===== src/rtl/subway_pkg.sv =====
// Shared definitions for the ticket-sale datapath: denominations, coin and error
// encodings, and the change-dispenser state encoding.
package subway_pkg;

   localparam int CHANGE_W       = 32;
   localparam int DENOM_HI_VAL   = 10;
   localparam int DENOM_MID_VAL  = 5;
   localparam int DENOM_LO_VAL   = 1;
   localparam int MAX_CHANGE_VAL = 100;

   typedef enum logic [1:0] {
      COIN_LO  = 2'b00,
      COIN_MID = 2'b01,
      COIN_HI  = 2'b10
   } coin_t;

   typedef enum logic [1:0] {
      ERR_NONE     = 2'b00,
      ERR_UNDERPAY = 2'b01,
      ERR_OVER     = 2'b10,
      ERR_STOCK    = 2'b11
   } err_t;

   typedef enum logic [2:0] {
      ST_IDLE   = 3'd0,
      ST_CHECK  = 3'd1,
      ST_SELECT = 3'd2,
      ST_ISSUE  = 3'd3,
      ST_DONE   = 3'd4,
      ST_ERR    = 3'd5
   } state_t;

   // Piece counters stick at full scale instead of wrapping.
   function automatic logic [7:0] sat_inc8(input logic [7:0] value);
      logic [7:0] result;
      if (value == 8'hFF) begin
         result = value;
      end else begin
         result = value + 8'd1;
      end
      return result;
   endfunction

endpackage


===== src/rtl/change_dispenser_denom_select.sv =====
// Greedy denomination picker: largest available denomination not exceeding the
// remaining change.
module denom_select
   import subway_pkg::*;
#(
   parameter int W         = CHANGE_W,
   parameter int DENOM_HI  = DENOM_HI_VAL,
   parameter int DENOM_MID = DENOM_MID_VAL,
   parameter int DENOM_LO  = DENOM_LO_VAL
) (
   input  logic [W-1:0] rem,
   input  logic [2:0]   stock_empty,
   output logic         found,
   output logic [1:0]   coin_type,
   output logic [W-1:0] d
);

   // Priority chain from the high denomination down; bit 2 of stock_empty is hi.
   always_comb begin
      found     = 1'b0;
      coin_type = COIN_LO;
      d         = {W{1'b0}};
      if (!stock_empty[2] && (rem >= W'(DENOM_HI))) begin
         found     = 1'b1;
         coin_type = COIN_HI;
         d         = W'(DENOM_HI);
      end else if (!stock_empty[1] && (rem >= W'(DENOM_MID))) begin
         found     = 1'b1;
         coin_type = COIN_MID;
         d         = W'(DENOM_MID);
      end else if (!stock_empty[0] && (rem >= W'(DENOM_LO))) begin
         found     = 1'b1;
         coin_type = COIN_LO;
         d         = W'(DENOM_LO);
      end else begin
         found     = 1'b0;
         coin_type = COIN_LO;
         d         = {W{1'b0}};
      end
   end

endmodule


===== src/rtl/change_dispenser.sv =====
// Issues a registered change amount to the ejector one piece at a time with a
// valid/ready handshake, flagging underpay, over-limit and stock-out.
module change_dispenser
   import subway_pkg::*;
#(
   parameter int W          = CHANGE_W,
   parameter int DENOM_HI   = DENOM_HI_VAL,
   parameter int DENOM_MID  = DENOM_MID_VAL,
   parameter int DENOM_LO   = DENOM_LO_VAL,
   parameter int MAX_CHANGE = MAX_CHANGE_VAL
) (
   input  logic         clk,
   input  logic         rst_n,
   input  logic         start,
   input  logic [W-1:0] change_in,
   input  logic [2:0]   stock_empty,
   input  logic         coin_ready,
   output logic         coin_valid,
   output logic [1:0]   coin_type,
   output logic         busy,
   output logic         done,
   output logic         error,
   output logic [1:0]   err_code,
   output logic [W-1:0] shortfall,
   output logic [7:0]   cnt_hi,
   output logic [7:0]   cnt_mid,
   output logic [7:0]   cnt_lo
);

   state_t       state_r;
   state_t       state_next_s;
   logic [W-1:0] rem_r;
   logic [W-1:0] d_r;
   logic [W-1:0] rem_after_s;
   logic         found_s;
   logic [1:0]   sel_type_s;
   logic [W-1:0] sel_d_s;
   logic         underpay_s;
   logic         over_s;
   logic         coin_valid_s;
   logic         busy_s;
   logic         done_s;
   logic         error_s;
   logic         coin_valid_r;
   logic [1:0]   coin_type_r;
   logic         busy_r;
   logic         done_r;
   logic         error_r;
   logic [1:0]   err_code_r;
   logic [W-1:0] shortfall_r;
   logic [7:0]   cnt_hi_r;
   logic [7:0]   cnt_mid_r;
   logic [7:0]   cnt_lo_r;

   denom_select #(
      .W         (W),
      .DENOM_HI  (DENOM_HI),
      .DENOM_MID (DENOM_MID),
      .DENOM_LO  (DENOM_LO)
   ) u_denom_select (
      .rem         (rem_r),
      .stock_empty (stock_empty),
      .found       (found_s),
      .coin_type   (sel_type_s),
      .d           (sel_d_s)
   );

   assign underpay_s  = rem_r[W-1];
   assign over_s      = (rem_r > W'(MAX_CHANGE));
   // d_r was chosen with d <= rem, so this never wraps.
   assign rem_after_s = rem_r - d_r;

   // State register.
   always_ff @(posedge clk or negedge rst_n) begin
      if (!rst_n) begin
         state_r <= ST_IDLE;
      end else begin
         state_r <= state_next_s;
      end
   end

   // Next-state decode.
   always_comb begin
      state_next_s = state_r;
      case (state_r)
         ST_IDLE: begin
            if (start) begin
               state_next_s = ST_CHECK;
            end else begin
               state_next_s = ST_IDLE;
            end
         end
         ST_CHECK: begin
            if (underpay_s || over_s) begin
               state_next_s = ST_ERR;
            end else if (rem_r == {W{1'b0}}) begin
               state_next_s = ST_DONE;
            end else begin
               state_next_s = ST_SELECT;
            end
         end
         ST_SELECT: begin
            if (found_s) begin
               state_next_s = ST_ISSUE;
            end else begin
               state_next_s = ST_ERR;
            end
         end
         ST_ISSUE: begin
            if (!coin_ready) begin
               state_next_s = ST_ISSUE;
            end else if (rem_after_s == {W{1'b0}}) begin
               state_next_s = ST_DONE;
            end else begin
               state_next_s = ST_SELECT;
            end
         end
         ST_DONE:  state_next_s = ST_IDLE;
         ST_ERR:   state_next_s = ST_IDLE;
         default:  state_next_s = ST_IDLE;
      endcase
   end

   // Moore outputs, decoded from the upcoming state so they register alongside it.
   always_comb begin
      coin_valid_s = (state_next_s == ST_ISSUE);
      busy_s       = (state_next_s != ST_IDLE);
      done_s       = (state_next_s == ST_DONE);
      error_s      = (state_next_s == ST_ERR);
   end

   // Output flag registers.
   always_ff @(posedge clk or negedge rst_n) begin
      if (!rst_n) begin
         coin_valid_r <= 1'b0;
         busy_r       <= 1'b0;
         done_r       <= 1'b0;
         error_r      <= 1'b0;
      end else begin
         coin_valid_r <= coin_valid_s;
         busy_r       <= busy_s;
         done_r       <= done_s;
         error_r      <= error_s;
      end
   end

   // Remainder, selected piece, error report and per-denomination counters.
   always_ff @(posedge clk or negedge rst_n) begin
      if (!rst_n) begin
         rem_r       <= {W{1'b0}};
         d_r         <= {W{1'b0}};
         coin_type_r <= COIN_LO;
         err_code_r  <= ERR_NONE;
         shortfall_r <= {W{1'b0}};
         cnt_hi_r    <= 8'd0;
         cnt_mid_r   <= 8'd0;
         cnt_lo_r    <= 8'd0;
      end else begin
         case (state_r)
            ST_IDLE: begin
               if (start) begin
                  rem_r       <= change_in;
                  err_code_r  <= ERR_NONE;
                  shortfall_r <= {W{1'b0}};
                  cnt_hi_r    <= 8'd0;
                  cnt_mid_r   <= 8'd0;
                  cnt_lo_r    <= 8'd0;
               end
            end
            ST_CHECK: begin
               if (underpay_s) begin
                  err_code_r <= ERR_UNDERPAY;
               end else if (over_s) begin
                  err_code_r <= ERR_OVER;
               end
            end
            ST_SELECT: begin
               if (found_s) begin
                  coin_type_r <= sel_type_s;
                  d_r         <= sel_d_s;
               end else begin
                  err_code_r  <= ERR_STOCK;
                  shortfall_r <= rem_r;
               end
            end
            ST_ISSUE: begin
               // Piece and value were latched in SELECT; hopper changes now cannot cancel it.
               if (coin_ready) begin
                  rem_r <= rem_after_s;
                  case (coin_type_r)
                     COIN_HI:  cnt_hi_r  <= sat_inc8(cnt_hi_r);
                     COIN_MID: cnt_mid_r <= sat_inc8(cnt_mid_r);
                     default:  cnt_lo_r  <= sat_inc8(cnt_lo_r);
                  endcase
               end
            end
            default: begin
            end
         endcase
      end
   end

   assign coin_valid = coin_valid_r;
   assign coin_type  = coin_type_r;
   assign busy       = busy_r;
   assign done       = done_r;
   assign error      = error_r;
   assign err_code   = err_code_r;
   assign shortfall  = shortfall_r;
   assign cnt_hi     = cnt_hi_r;
   assign cnt_mid    = cnt_mid_r;
   assign cnt_lo     = cnt_lo_r;

endmodule

===== config.mk =====
export PLATFORM = sky130hd
export DESIGN_NAME = change_dispenser
export DESIGN_NICKNAME = d
export VERILOG_FILES = /design/src/rtl/subway_pkg.sv /design/src/rtl/change_dispenser_denom_select.sv /design/src/rtl/change_dispenser.sv
export SDC_FILE = /design/constraint.sdc
export NUM_CORES = 1
export LEC_CHECK = 0
export ABC_AREA = 1
export BUFFER_PORTS_ARGS = -buffer_cell sky130_fd_sc_hd__buf_2
export CORE_MARGIN = 2
export CORE_UTILIZATION = 58
export DETAILED_ROUTE_END_ITERATION = 12
export GPL_ROUTABILITY_DRIVEN = 1
export PLACE_DENSITY = 0.77
export SYNTH_ARGS = -nofsm -noshare
export SYNTH_HDL_FRONTEND = slang
export SYNTH_HIERARCHICAL = 1
export SYNTH_SLANG_ARGS = --single-unit

===== constraint.sdc =====
create_clock -name clk -period 2.6 [get_ports clk]
set_clock_uncertainty 0.05 [all_clocks]
set_input_delay 0.65 -clock clk [delete_from_list [all_inputs] [get_ports clk]]
set_output_delay 0.65 -clock clk [all_outputs]
set_load 0.005 [all_outputs]

Yosys cells after proc, flatten, opt, wreduce, memory -nomap -nowiden
Cells that the tools add are included.

word-level totals
  register bits = 131
  output and inout port bits = 64
  input port bits = 39
  logic and storage cells = 103

operators by class
  muxes and demuxes = 39
  order comparisons = 4
  $add $sub $neg = 4
  equality and inequality tests = 21
  reductions and logical operators = 22

operators with widths
  operator                                                                              count
  32-bit two-way mux                                                                    6
  32-bit case mux with 2 select lines                                                   2
  8-bit two-way mux                                                                     10
  32-bit logical NOT                                                                    2
  8-bit case mux with 2 select lines                                                    3
  32-bit by 1-bit greater-or-equal comparator with 1-bit output, second input constant  1
  32-bit by 3-bit greater-or-equal comparator with 1-bit output, second input constant  1
  32-bit by 4-bit greater-or-equal comparator with 1-bit output, second input constant  1
  32-bit by 7-bit > comparator with 1-bit output, second input constant                 1
  32-bit subtractor                                                                     1
  8-bit by 1-bit adder with 8-bit output, second input constant                         3
  8-bit equality test, second input constant                                            3
  3-bit two-way mux                                                                     5
  5-bit AND reduction                                                                   3
  2-bit inequality test, second input constant                                          7
  3-bit case mux with 4 select lines                                                    1
  2-bit two-way mux                                                                     5
  3-bit by 2-bit equality test with 1-bit output, second input constant                 3
  3-bit equality test, second input constant                                            2
  1-bit two-way mux                                                                     6
  2-bit case mux with 3 select lines                                                    1
  3-bit AND reduction                                                                   2
  3-bit nonzero test                                                                    2
  2-bit by 1-bit inequality test with 1-bit output, second input constant               2
  other kinds (12)                                                                      17

Depth between registers and ports, before layout
  depth in word-level cells = 8
  mapped depth = 21
  depth with buffers taken out = 21

Hierarchy
Netlist, hierarchy kept.

modules (own cells, without submodules)
  module            area an instance (um^2)  seq. area each (um^2)  instances  cells each
  change_dispenser  8405.6                   3278.1                 1          1211
  denom_select      456.7                    0.0                    1          83

Worst setup path after synthesis
Ideal clock, no wire load.

  kind = reg-to-reg
  from = register rem_r[0]
  to = register busy_r, in the netlist busy
  period minus slack after synthesis = 2430 ps
  stages on the path, launching flop included = 22
  path slack = 170 ps
  data required time = 2432 ps
  buffers on the path = 0
  data arrival time = 2263 ps
  cell sequence = dfrtp_1 -> inv_1 -> ha_1 -> fa_1 -> inv_1 -> nand3_1 -> nand2_2 -> nand2_1 -> nand2_2 -> nand3_2 -> nand2_1 -> nand2_1 -> nand2_1 -> nand2_1 -> nand2_1 -> nand2_1 -> nor2_2 -> nand3_1 -> nand2_2 -> nand2_2 -> nor2_2 -> nand2_1

between the ends
  word-level cells in the longest chain between the ends = 8
  elaborated cells between the ends (all ways) = 21
  those cells by class = 1 x add/sub; 4 x order compare; 9 x mux; 7 x reduce/logical

ends and longest elaborated chain
  element                                                                    RTL line                 text
  start, declared                                                            change_dispenser.sv:32   logic [W-1:0] rem_r;
  start signal, assigned                                                     change_dispenser.sv:150  rem_r <= {W{1'b0}};
  start signal, assigned                                                     change_dispenser.sv:162  rem_r <= change_in;
  start signal, assigned                                                     change_dispenser.sv:189  rem_r <= rem_after_s;
  parallel branches: the longest is 6 deep, another holds 32-bit subtractor  --
  3-bit case mux with 4 select lines (*)                                     change_dispenser.sv:85   case (state_r)
  via state_next_s[1]                                                        change_dispenser.sv:31   state_t state_next_s;
  3-bit nonzero test (*)                                                     change_dispenser.sv:127  busy_s = (state_next_s != ST_IDLE);
  via busy_s                                                                 change_dispenser.sv:41   logic busy_s;
  end signal, assigned                                                       change_dispenser.sv:141  busy_r <= busy_s;
  end, declared                                                              change_dispenser.sv:46   logic busy_r;

Mark *: on every way through the listed nets, which the timed path passes.
A chain may end at the register's enable or synchronous reset.

Final worst setup path
  from = register rem_r[24]
  to = register busy_r, in the netlist busy

between the ends
  elaborated cells between the ends (all ways) = 21
  those cells by class = 1 x add/sub; 4 x order compare; 9 x mux; 7 x reduce/logical

RTL lines
  element                                         RTL line                 text
  32-bit by 7-bit > comparator with 1-bit output  change_dispenser.sv:69   assign over_s = (rem_r > W'(MAX_CHANGE));
  1-bit logical OR                                change_dispenser.sv:94   if (underpay_s || over_s) begin
  3-bit two-way mux                               change_dispenser.sv:94
  3-bit case mux with 4 select lines              change_dispenser.sv:85
  via state_next_s[0]                             change_dispenser.sv:31
  3-bit nonzero test                              change_dispenser.sv:127
  via busy_s                                      change_dispenser.sv:41

The timed path passes the listed nets, and every way through them passes these cells.

==> impl_metrics.tcl <==
set metrics [dict create \
    ios 103 \
    rsz0062_at_grt "yes" \
    drc 0 \
    drive_gt1_frac 0.254 \
    p_leak_nw 5.83 \
    wl_met2_um 12300 \
    grt_antenna_before_repair 0 \
    dieArea_um2 16300 \
    layout.cells.non_filler 1659 \
    arrival_ps 2900 \
    wire_per_inst_um 15.4 \
    critPathCaptureType "flop" \
    synth_edf_count 0 \
    ys.flop_type "dfrtp_1" \
    slew_headroom 0.648 \
    cp.required_ps 2860 \
    clkSinkCount 131 \
    die_w_um 128 \
    fin_ws_ps -39.0 \
    grt_max_degree 57 \
    cts-hold-fix-buffers 0 \
    dp_hpwl_um 18900 \
    tightest_slew_ps 527 \
    wl_met3_um 1670 \
    grt_pass1_wl_um 39700 \
    met1_length_um 10800 \
    fin_crit_ps 2640 \
    grt_pass1_vias 8224 \
    gp_congestion 0.953 \
    cts_max_path_buffers 2 \
    cap_violations 0 \
    htreeDepth 4 \
    yosysSeqAreaShare 0.370 \
    rows 45 \
    overflow 0 \
    clkTransAtPathRegs_ps 60 \
    postRouteAntennaNets 0 \
    final_core_util 0.738 \
    min_path_type "in2async" \
    syn_inst 1294 \
    p_per_area_nw_per_um2 797 \
    fmax_mhz 379 \
    drtPass1Iterations 6 \
    final_hold_viol_count 0 \
    die_h_um 128 \
    ir_drop_mv 0.470 \
    async_flop_share 1.00 \
    cts-buffers-inserted 17 \
    ys_warn_count 6 \
    ctsRootBufferMaster "clkbuf_16" \
    vias 8792 \
    worstSetupPathType "reg2reg" \
    violations "negative setup slack" \
    grt_use_total 0.312 \
    synth_area_um2 8860 \
    status "complete, but fails checks" \
    area_growth_pct 25.7 \
    final_nets 1534 \
    post-route-period-util 1.01 \
    synth-seq-cells 131 \
    cp-start-kind "flop" \
    dp.cells 1617 \
    core-area_um2 15100 \
    path_max_fanout 4 \
    setup_viol 1 \
    drv_slew 0 \
    avgSynthCellArea_um2 6.85 \
    top_layer "met4" \
    n_antenna_cell 0 \
    initial_utilization 0.587 \
    fill_cells 1198 \
    drt_iter0_markers 739 \
    routed_wirelength_um 25600 \
    ys_types 45 \
    tritoncts "done" \
    port_buffers 102 \
    insertion_delay_ps 430 \
    avgViaCountPerCell 5.30 \
]
[critical path, cell delays in order (launching register included)]
cell     delay (ps)
dfrtp_1         420
buf_4           160
nor4_1          360
nand3_1         250
nor3_1          480
nor2_1          140
nor3_1          370
inv_1           130
nor2_2          120
nand2_1          50
[cell usage in the layout, fill, tap and decap left out, types with 4 or more instances in the layout]
cell	n
nand4_1	12
xnor2_2	4
inv_2	16
a21oi_2	10
o21ai_0	81
xor2_1	4
o21a_1	4
a21oi_1	65
nor2_1	129
nand3_4	8
nor2_4	5
nand3_1	75
ha_2	5
dfrtp_1	130
nor3_1	14
inv_1	226
a31oi_1	4
ha_4	20
nor4_1	5
ha_1	11
nand2_4	11
clkbuf_16	17
conb_1	28
nand2_2	39
buf_2	101
o211ai_1	8
xnor2_1	4
inv_6	5
buf_4	73
nand2_1	281
nand3_2	5
nor2_2	27
[power breakdown]
| part | leakage [nW] | switching [mW] | internal [mW] | total [mW] |
|---|---|---|---|---|
| registers | 1.59 | 0.342 | 2.33 | 2.67 |
| clock network | 0.267 | 0.961 | 1.28 | 2.24 |
| logic | 3.97 | 2.36 | 1.61 | 3.97 |
[synthesized netlist by cell type, types with 3 or more instances]
cell	number	share of area
a31oi_1	4	0.0028
o211ai_1	8	0.0068
dfrtp_1	131	0.37
xnor2_1	8	0.0079
buf_1	3	0.0013
nand2_2	24	0.017
nor3_2	3	0.0034
nor3_1	14	0.0079
nand3b_1	3	0.0025
buf_4	31	0.026
nand3_1	83	0.047
nand2_1	306	0.13
o21a_1	4	0.0034
inv_2	7	0.0030
nand4_1	12	0.0085
nor2_2	22	0.016
clkbuf_1	25	0.011
nor2_1	138	0.058
inv_1	235	0.10
a21oi_1	74	0.042
o21ai_0	82	0.046
ha_1	36	0.051
nor4_1	5	0.0035
a211oi_1	3	0.0025
nand3_2	5	0.0056
xor2_1	5	0.0049
[metrics by stage]
step | setup WS, ps | cell area [µm²] | TNS [ps] | hold slack, ps | total power [mW]
after floorplan | 170 | 8960 | 0 | 304 | 4.59
after global placement | 24.7 | 9920 | 0 | 421 | 5.94
after detailed placement | -30.5 | 9920 | -30.5 | 427 | 5.98
after CTS | 3.32 | 10500 | 0 | 137 | 8.27
after global routing | -166 | 11100 | -496 | 157 | 9.38
final | -39.0 | 11100 | -39.0 | 116 | 8.88
[final timing paths]
kind / from / end / slack [ps] / cells past startpoint
max: rem_r[24] / busy / -40 / 9
min: rst_n / shortfall[7] / 120 / 1
max reg2reg: rem_r[24] / busy / -40 / 9
min reg2reg: err_code[1] / err_code[1] / 430 / 2
max in group asynchronous: rst_n / shortfall[6] / 1700 / 2
min in group clk: change_in[26] / rem_r[26] / 390 / 3
[metal layers]
layer / track usage / up-vias
met5: 0 / -
met4: 0.120 / 0
met3: 0.0616 / 76
met2: 0.524 / 331
met1: 0.399 / 4054
li1: - / 4331
[registers in the layout, summed over array words and instances (netlist names)]
| name | count |
|---|---|
| d_r | 32 |
| rem_r | 32 |
| coin_valid | 1 |
| err_code | 2 |
| error | 1 |
| shortfall | 32 |
| cnt_mid | 8 |
| state_r | 3 |
| coin_type | 2 |
| cnt_lo | 8 |
| busy | 1 |
| done | 1 |
| cnt_hi | 8 |
[cells by family (layout without fill, tap and decap cells)]
kind of cell             after synthesis  in the layout  share of synthesized area
adder cells (fa/ha/maj)               37             37                     0.0531
multiplexers                           2              2                    0.00254
AND/OR/NAND/NOR                      620            620                      0.304
flip-flops                           131            131                      0.370
XOR/XNOR                              13             13                     0.0128
buffers and inverters                303            453                      0.142
other                                  1             28                   0.000423
AO/OA/AOI/OAI                        187            187                      0.115
[what timing repair did]
| action | 4_1_cts | 5_1_grt |
|---|---|---|
| endpoints found under the setup margin | 2 | 7 |
| pin swaps | 0 | 32 |
| setup buffers | 0 | 10 |
| resized for setup | 6 | 117 |
[cell type report]
type / count / area [µm²] / share of cell area
Clock inverter: 13 / 98.8 / 0.00887
Timing Repair Buffer: 178 / 1120 / 0.101
Inverter: 243 / 912 / 0.0819
Sequential cell: 131 / 3280 / 0.294
Multi-Input combinational cell: 887 / 5040 / 0.452
Clock buffer: 19 / 453 / 0.0406
Tap cell: 188 / 235 / 0.0211
Power figures use the tool's default switching activity.
